<file path="config.mk">
export PLATFORM = sky130hd
export DESIGN_NAME = nn_seq_ctrl
export DESIGN_NICKNAME = d
export VERILOG_FILES = /design/src/rtl/nn_seq_ctrl.sv
export SDC_FILE = /design/constraint.sdc
export NUM_CORES = 1
export LEC_CHECK = 0
export BUFFER_PORTS_ARGS = -buffer_cell sky130_fd_sc_hd__buf_2
export CAP_MARGIN = 20
export CORE_AREA = 2 2 58 60
export CTS_BUF_LIST = sky130_fd_sc_hd__clkbuf_8 sky130_fd_sc_hd__clkbuf_16
export DETAILED_ROUTE_END_ITERATION = 16
export DIE_AREA = 0 0 60 62
export MAX_ROUTING_LAYER = met4
export PLACE_DENSITY_LB_ADDON = 0.15
export SYNTH_ARGS = -nofsm -noshare
export SYNTH_HDL_FRONTEND = slang
export SYNTH_SLANG_ARGS = --single-unit
</file>
<file path="constraint.sdc">
create_clock -name CLK -period 2.71 [get_ports CLK]
set_clock_uncertainty 0.2 [all_clocks]
set_input_delay 0.1355 -clock CLK [delete_from_list [all_inputs] [get_ports CLK]]
set_output_delay 0.1355 -clock CLK [all_outputs]
set_load 0.02 [all_outputs]
</file>
<file path="src/rtl/nn_seq_ctrl.sv">
// rtl/nn_seq_ctrl.sv - inference sequencer: SRAM ownership, address sweep and MAC lane control.
// Optional cycle counter on CYC_CNT is built when NN_SEQ_PERF_CNT_EN is defined.
`timescale 1ns/1ps

module nn_seq_ctrl #(
    parameter int N_IN     = 784,
    parameter int ADR_W    = 10,
    parameter int PIPE_LAT = 2
) (
    input  logic             CLK,
    input  logic             RESET_X,
    input  logic             START,
    input  logic             ABORT,
    input  logic             DONE_CLR,
    output logic             BUSY,
    output logic             DONE,
    output logic             ERR,
    output logic             SRAM_OWN,
    output logic             RD_EN,
    output logic [ADR_W-1:0] RD_ADR,
    output logic             MAC_CLR,
    output logic             MAC_EN,
    output logic             BIAS_EN,
    output logic             RESULT_LATCH,
    output logic [31:0]      CYC_CNT
);

    localparam int               CNT_W      = (PIPE_LAT > 1) ? $clog2(PIPE_LAT) : 1;
    localparam logic [ADR_W-1:0] LAST_ADR   = ADR_W'(N_IN - 1);
    localparam logic [CNT_W-1:0] DRAIN_LOAD = CNT_W'(PIPE_LAT - 1);

    typedef enum logic [2:0] {
        ST_IDLE,
        ST_CLR,
        ST_RUN,
        ST_DRAIN,
        ST_BIAS,
        ST_LATCH
    } state_t;

    state_t              state_q;
    state_t              state_n;
    logic [CNT_W-1:0]    drain_q;
    logic [CNT_W-1:0]    drain_n;
    logic [ADR_W-1:0]    rd_adr_q;
    logic [ADR_W-1:0]    adr_n;
    logic [PIPE_LAT-1:0] mac_pipe_q;

    logic busy_q;
    logic own_q;
    logic rd_en_q;
    logic mac_clr_q;
    logic bias_en_q;
    logic latch_q;
    logic done_q;
    logic err_q;

    logic abort_hit;
    logic start_acc;
    logic start_err;
    logic done_set;
    logic done_n;
    logic err_n;

    assign abort_hit = ABORT && (state_q != ST_IDLE);
    assign start_acc = START && (state_q == ST_IDLE);
    assign start_err = START && (state_q != ST_IDLE);
    assign done_set  = (state_q == ST_LATCH) && !ABORT;

    always_comb begin
        state_n = state_q;
        drain_n = drain_q;
        adr_n   = rd_adr_q;
        case (state_q)
            ST_IDLE: begin
                if (START) begin
                    state_n = ST_CLR;
                end
            end
            ST_CLR: begin
                state_n = ST_RUN;
            end
            ST_RUN: begin
                if (rd_adr_q == LAST_ADR) begin
                    state_n = ST_DRAIN;
                    drain_n = DRAIN_LOAD;
                end else begin
                    adr_n = rd_adr_q + 1'b1;
                end
            end
            ST_DRAIN: begin
                if (drain_q == '0) begin
                    state_n = ST_BIAS;
                end else begin
                    drain_n = drain_q - 1'b1;
                end
            end
            ST_BIAS: begin
                state_n = ST_LATCH;
            end
            ST_LATCH: begin
                state_n = ST_IDLE;
            end
            default: begin
                state_n = ST_IDLE;
            end
        endcase
        if (abort_hit) begin
            state_n = ST_IDLE;
        end
        // Address parks at zero outside the sweep and holds the last word through drain.
        if ((state_n == ST_IDLE) || (state_n == ST_CLR)) begin
            adr_n = '0;
        end
    end

    always_comb begin
        done_n = done_q;
        err_n  = err_q;
        if (done_set) begin
            done_n = 1'b1;
        end else if (start_acc || DONE_CLR) begin
            done_n = 1'b0;
        end
        if (start_err) begin
            err_n = 1'b1;
        end else if (start_acc || DONE_CLR) begin
            err_n = 1'b0;
        end
    end

    // Output flops load the decode of the next state so each output matches the state register.
    always_ff @(posedge CLK or negedge RESET_X) begin
        if (!RESET_X) begin
            state_q    <= ST_IDLE;
            drain_q    <= '0;
            rd_adr_q   <= '0;
            mac_pipe_q <= '0;
            busy_q     <= 1'b0;
            own_q      <= 1'b0;
            rd_en_q    <= 1'b0;
            mac_clr_q  <= 1'b0;
            bias_en_q  <= 1'b0;
            latch_q    <= 1'b0;
            done_q     <= 1'b0;
            err_q      <= 1'b0;
        end else begin
            state_q    <= state_n;
            drain_q    <= drain_n;
            rd_adr_q   <= adr_n;
            busy_q     <= (state_n != ST_IDLE);
            own_q      <= (state_n != ST_IDLE);
            rd_en_q    <= (state_n == ST_RUN);
            mac_clr_q  <= (state_n == ST_CLR);
            bias_en_q  <= (state_n == ST_BIAS);
            latch_q    <= (state_n == ST_LATCH);
            done_q     <= done_n;
            err_q      <= err_n;
            mac_pipe_q <= abort_hit ? '0 : ((mac_pipe_q << 1) | PIPE_LAT'(rd_en_q));
        end
    end

    assign BUSY         = busy_q;
    assign DONE         = done_q;
    assign ERR          = err_q;
    assign SRAM_OWN     = own_q;
    assign RD_EN        = rd_en_q;
    assign RD_ADR       = rd_adr_q;
    assign MAC_CLR      = mac_clr_q;
    assign MAC_EN       = mac_pipe_q[PIPE_LAT-1];
    assign BIAS_EN      = bias_en_q;
    assign RESULT_LATCH = latch_q;

`ifdef NN_SEQ_PERF_CNT_EN
    always_ff @(posedge CLK or negedge RESET_X) begin
        if (!RESET_X) begin
            CYC_CNT <= 32'h0000_0000;
        end else if (start_acc) begin
            CYC_CNT <= 32'h0000_0000;
        end else if (busy_q && (CYC_CNT != 32'hFFFF_FFFF)) begin
            CYC_CNT <= CYC_CNT + 32'd1;
        end
    end
`else
    assign CYC_CNT = 32'h0000_0000;
`endif

endmodule

</file>
# ---- Word level (Yosys, flattened, before mapping)
# Cells that the tools add are included.
dict set report op_classes {
  addsub 2
  eq_ne 12
  n_mux 15
  bitwise_logic 1
  reduce_logical 17
}
# op n
set op_table {}
lappend op_table {{2-to-1 mux 10 bit} 3}
lappend op_table {{one-hot mux 3 bit (5 select lines)} 1}
lappend op_table {{equality test 3 bit (second input constant)} 4}
lappend op_table {{2-to-1 mux 3 bit} 4}
lappend op_table {{adder 10 x 1 -> 10 bit (second input constant)} 1}
lappend op_table {{equality test 10 bit (second input constant)} 1}
lappend op_table {{equality test 3 x 2 -> 1 bit (second input constant)} 3}
lappend op_table {{nonzero test 2 bit} 4}
lappend op_table {{equality test 3 x 1 -> 1 bit (second input constant)} 2}
lappend op_table {{logical NOT 3 bit} 2}
lappend op_table {{nonzero test 3 bit} 2}
lappend op_table {{2-to-1 mux 1 bit} 5}
lappend op_table {{logical AND 1 bit} 4}
lappend op_table {{AND reduction 2 bit} 2}
lappend op_table {{logical OR 1 bit} 2}
lappend op_table {{2-to-1 mux 2 bit} 1}
lappend op_table {{!= test 2 x 1 -> 1 bit (second input constant)} 1}
lappend op_table {{!= test 2 bit (second input constant)} 1}
lappend op_table {{bitwise OR 2 x 1 -> 2 bit} 1}
lappend op_table {{one-hot mux 1 bit (2 select lines)} 1}
lappend op_table {{logical NOT 1 bit} 1}
lappend op_table {{subtractor 1 bit (second input constant)} 1}
dict set report word_totals {
  register_bits 23
  input_bits 5
  out_inout_bits 51
  wordCells 58
}

# ---- Logic depth before layout (Yosys ltp)
dict set report logic_depth {
  depth_word 8
  mapped_depth 5
}

# ---- Least setup slack after synthesis
# Ideal clock, no wire load.
dict set report synth_timing {
  path_type {flip-flop to flip-flop}
  startpoint {reg rd_adr_q[4] (netlist: RD_ADR[4])}
  endpoint {reg rd_en_q (netlist: RD_EN)}
  arrival_ps 1880
  required_time_ps 2391
  path_slack_ps 512
  path_stages_with_launch 5
  n_path_buf 0
  period_less_slack_ps 2198
  path_cell_list {dfrtp_1 -> or4_4 -> or4_1 -> o211a_2 -> o21a_1}
}
dict set report synth_via {
  elab_chain_cells 5
}
# item line_no
set synth_lines {}
lappend synth_lines {{start, declared} 45} ;# logic [ADR_W-1:0] rd_adr_q;
lappend synth_lines {{start signal, assigned} 150} ;# rd_adr_q <= adr_n;
lappend synth_lines {{equality test 10 bit} 84} ;# if (rd_adr_q == LAST_ADR) begin
lappend synth_lines {{2-to-1 mux 3 bit} 84}
lappend synth_lines {{one-hot mux 3 bit (5 select lines)} 74} ;# case (state_q)
lappend synth_lines {{2-to-1 mux 3 bit} 108} ;# if (abort_hit) begin
lappend synth_lines {{equality test 3 x 2 -> 1 bit} 153} ;# rd_en_q <= (state_n == ST_RUN);
lappend synth_lines {{end signal, assigned} 153}
lappend synth_lines {{end, declared} 51} ;# logic rd_en_q;
# Every way passes these cells.
# A chain may end at the register's enable or synchronous reset.

# ---- Final worst setup path
# Same ends and word-level chain as after synthesis.

==> flow_summary.ini <==
[cts]
htree_num_levels = 1
clock_latency_ps = 260
clock_path_buffers = 2
cts_setup_buffers = 0
clock-root-buffer = clkbuf_8
path_clk_slew_ps = 80
cts_tree = yes
post_cts_resized = 0
clock_sinks = 23
cts_buffers = 3

[pwr]
intPower_uw = 601.3
comb_power_share_pct = 32.7
powerDensity_mw_per_mm2 = 656.3
power_frac_clock_pct = 21.5
total_power_uw = 961.6
p_leak_uw = 0.0007369
peakVddDrop_v = 0.0003493
seq_power_share_pct = 45.7
netSwitchingFraction_pct = 37.47
netSwitchingPower_uw = 360.3

[worst_setup_path]
r2r-start = RD_ADR[4]$_DFFE_PN0P_
cp-start-kind = flop
path_class = reg -> reg
crit_chain = or4_4 > or4_1 > o211a_2 > o21a_1
r2r_cells = 4
cp_slowest_stage_delay_ps = 590
crit_arrival_ps = 2160
critPathMaxFanout = 8
cp-endpoint = RD_EN$_DFF_PN0_
cp-end-kind = flop
r2r_end = RD_EN$_DFF_PN0_
cp-startpoint = RD_ADR[4]$_DFFE_PN0P_
reg2reg_slack_ps = 510
slowest_stage = or4_4
cp.required_ps = 2670

[floorplanning]
dieArea_mm2 = 0.003720
die_w_um = 60
die_height_um = 62
initial_utilization_pct = 42.27
core-area_mm2 = 0.003179
num_rows = 21
io_pins = 56

[layout]
n_antenna_cell = 0
layout-drive-gt1-share_pct = 19.41
n_fill_cell = 314
syn2layout_area_growth_pct = 9.032
finish.utilization_pct = 46.08
nets = 177

[logic_synthesis]
yosys_register_bits = 23
synth-edff-count = 0
syn_avg_cell_area_um2 = 9.332
ys.flop_type = dfrtp_1
yosysWarningCount = 0
synthCells = 144
syn_area_mm2 = 0.001344
synthDistinctLibCells = 37
ys_async_sr_fraction_pct = 100.0
yosysSeqAreaShare_pct = 42.83

[job]
maxCapViolCount = 0

[timing]
fmax_mhz = 453.9
grt_setup_unrepaired = false
layout_min_cycle_time_ps = 2203
drv_slew = 0
finalHoldViolCount = 0
slew_headroom_pct = 66.46
worst_slack_ps = 506.8
hold_ws_ps = 169.7
fin_tns_setup_ps = 0
fin_crit_sh_pct = 81.30
setup_viol = 0
worst_slew_pin_slew_ps = 503.1

[global_route]
grt_max_degree = 24
grt_pass1_vias = 797
antenna_found_initial = 0
grt_overflow = 0
grt_pass1_wl_um = 3588
track_usage_pct = 13.49

[placement]
portBuffers = 23
dp_slack_ps = 519.3
dp_hpwl_um = 1642
place_congestion = 0.7816

[route]
wire_per_inst_um = 10.54
drt_iter0_drc = 23
drt-total-wl_um = 2277
drtPass1Iterations = 4
antenna_left = 0
viasPerCell = 4.551
drc = 0
via_count = 983

[status]
outcome = finished, final reports clean

[worst_hold_path]
hold_class = in -> async
==> cells in the mapped netlist, drive strengths merged, types with 2 or more instances <==
cell type	instances	area share, %
buf	34	19
dfrtp	23	43
nor2	13	3.6
inv	7	2.0
nand2	7	2.0
a21oi	6	2.2
nand2b	4	1.9
nand3	4	1.5
nor3	4	1.5
or3	4	1.9
or4	4	2.5
clkbuf	3	0.84
o21a	3	1.7
o21ai	3	1.1
o31ai	3	2.0
a21boi	2	1.1
a311oi	2	1.3
xnor2	2	1.3
==> flip-flops by register name, indices dropped and copies added (netlist names) <==
| name | flops |
|---|---|
| RD_EN | 1 |
| SRAM_OWN | 1 |
| mac_pipe_q | 2 |
| RD_ADR | 10 |
| drain_q | 1 |
| MAC_CLR | 1 |
| state_q | 3 |
| BIAS_EN | 1 |
| RESULT_LATCH | 1 |
| DONE | 1 |
| ERR | 1 |
==> repair_timing <==
| item | 4_1_cts | 5_1_grt |
|---|---|---|
| hold endpoints to repair | 30 | 0 |
| endpoints found under the setup margin | 0 | 0 |
| hold buffers | 5 | 0 |
==> kinds of logic after synthesis <==
group,after synthesis,synth area share (%)
other cells,1,0.2791
simple gates,48,19.46
buf+inv,44,21.60
fa+ha+maj,1,0.9309
mux,2,1.583
compound gates,22,11.36
flops,23,42.83
xor+xnor,3,1.956
==> through the flow <==
stage               instances  instance area, µm²
floorplan                 175                1460
global placement          207                1369
detailed placement        207                1369
CTS                       216                1465
global route              216                1465
finish                    216                1465
==> final cells by class <==
type	count	area [µm²]	area share [%]
inverter	7	26.28	1.793
sequential	23	575.6	39.28
tap	46	57.56	3.928
clock buffer	3	41.29	2.818
multi-input combinational	108	594.3	40.56
clock inverter	1	5.005	0.3416
timing repair buffer	28	165.2	11.27
==> placed cells by master, fill, tap and decap left out, types with 2 or more instances in the layout <==
master and instances:
a21boi_0 2, a21oi_1 6, a311oi_1 2, buf_2 23
clkbuf_8 3, conb_1 32, dfrtp_1 23, dlygate4sd3_1 5
inv_1 7, nand2_1 7, nand2b_1 4, nand3_1 4
nor2_1 13, nor3_1 4, o21a_1 3, o21ai_0 3
o31ai_1 2, or3_1 4, or4_1 3, xnor2_1 2
==> worst max-delay path, delay by kind of cell (launching register included) <==
kind,cells,cell delay (ps)
flip-flops,1,460
AND/OR/NAND/NOR,2,1120
AO/OA/AOI/OAI,2,330
==> power groups by stage <==
stage | Combinational (µW) | Sequential (µW) | Clock, µW
after floorplan | 259 | 459 | 0
after global placement | 300 | 446 | 0
after detailed placement | 304 | 447 | 0
after CTS | 318 | 440 | 221
after global routing | 351 | 447 | 231
final | 315 | 440 | 207
==> layer usage <==
metal | part of all wire (%) | up-vias | global-route usage, %
li1 | - | 476 | -
met1 | 47 | 472 | 17.18
met2 | 47 | 33 | 21.12
met3 | 5.3 | 2 | 4.348
met4 | 0.35 | 0 | 2.857
met5 | 0 | - | -
==> worst min path at each step <==
stage	from	cells past startpoint	slack, ps	to
final	RESET_X	2	170	SRAM_OWN$_DFF_PN0_
after global placement	RESET_X	1	-60	MAC_CLR$_DFF_PN0_
after floorplan	RESET_X	0	-360	BIAS_EN$_DFF_PN0_
after CTS	RESET_X	2	180	SRAM_OWN$_DFF_PN0_
after detailed placement	RESET_X	1	-60	SRAM_OWN$_DFF_PN0_
after global routing	RESET_X	2	220	SRAM_OWN$_DFF_PN0_
No activity file was read; power rests on OpenSTA's default activity.
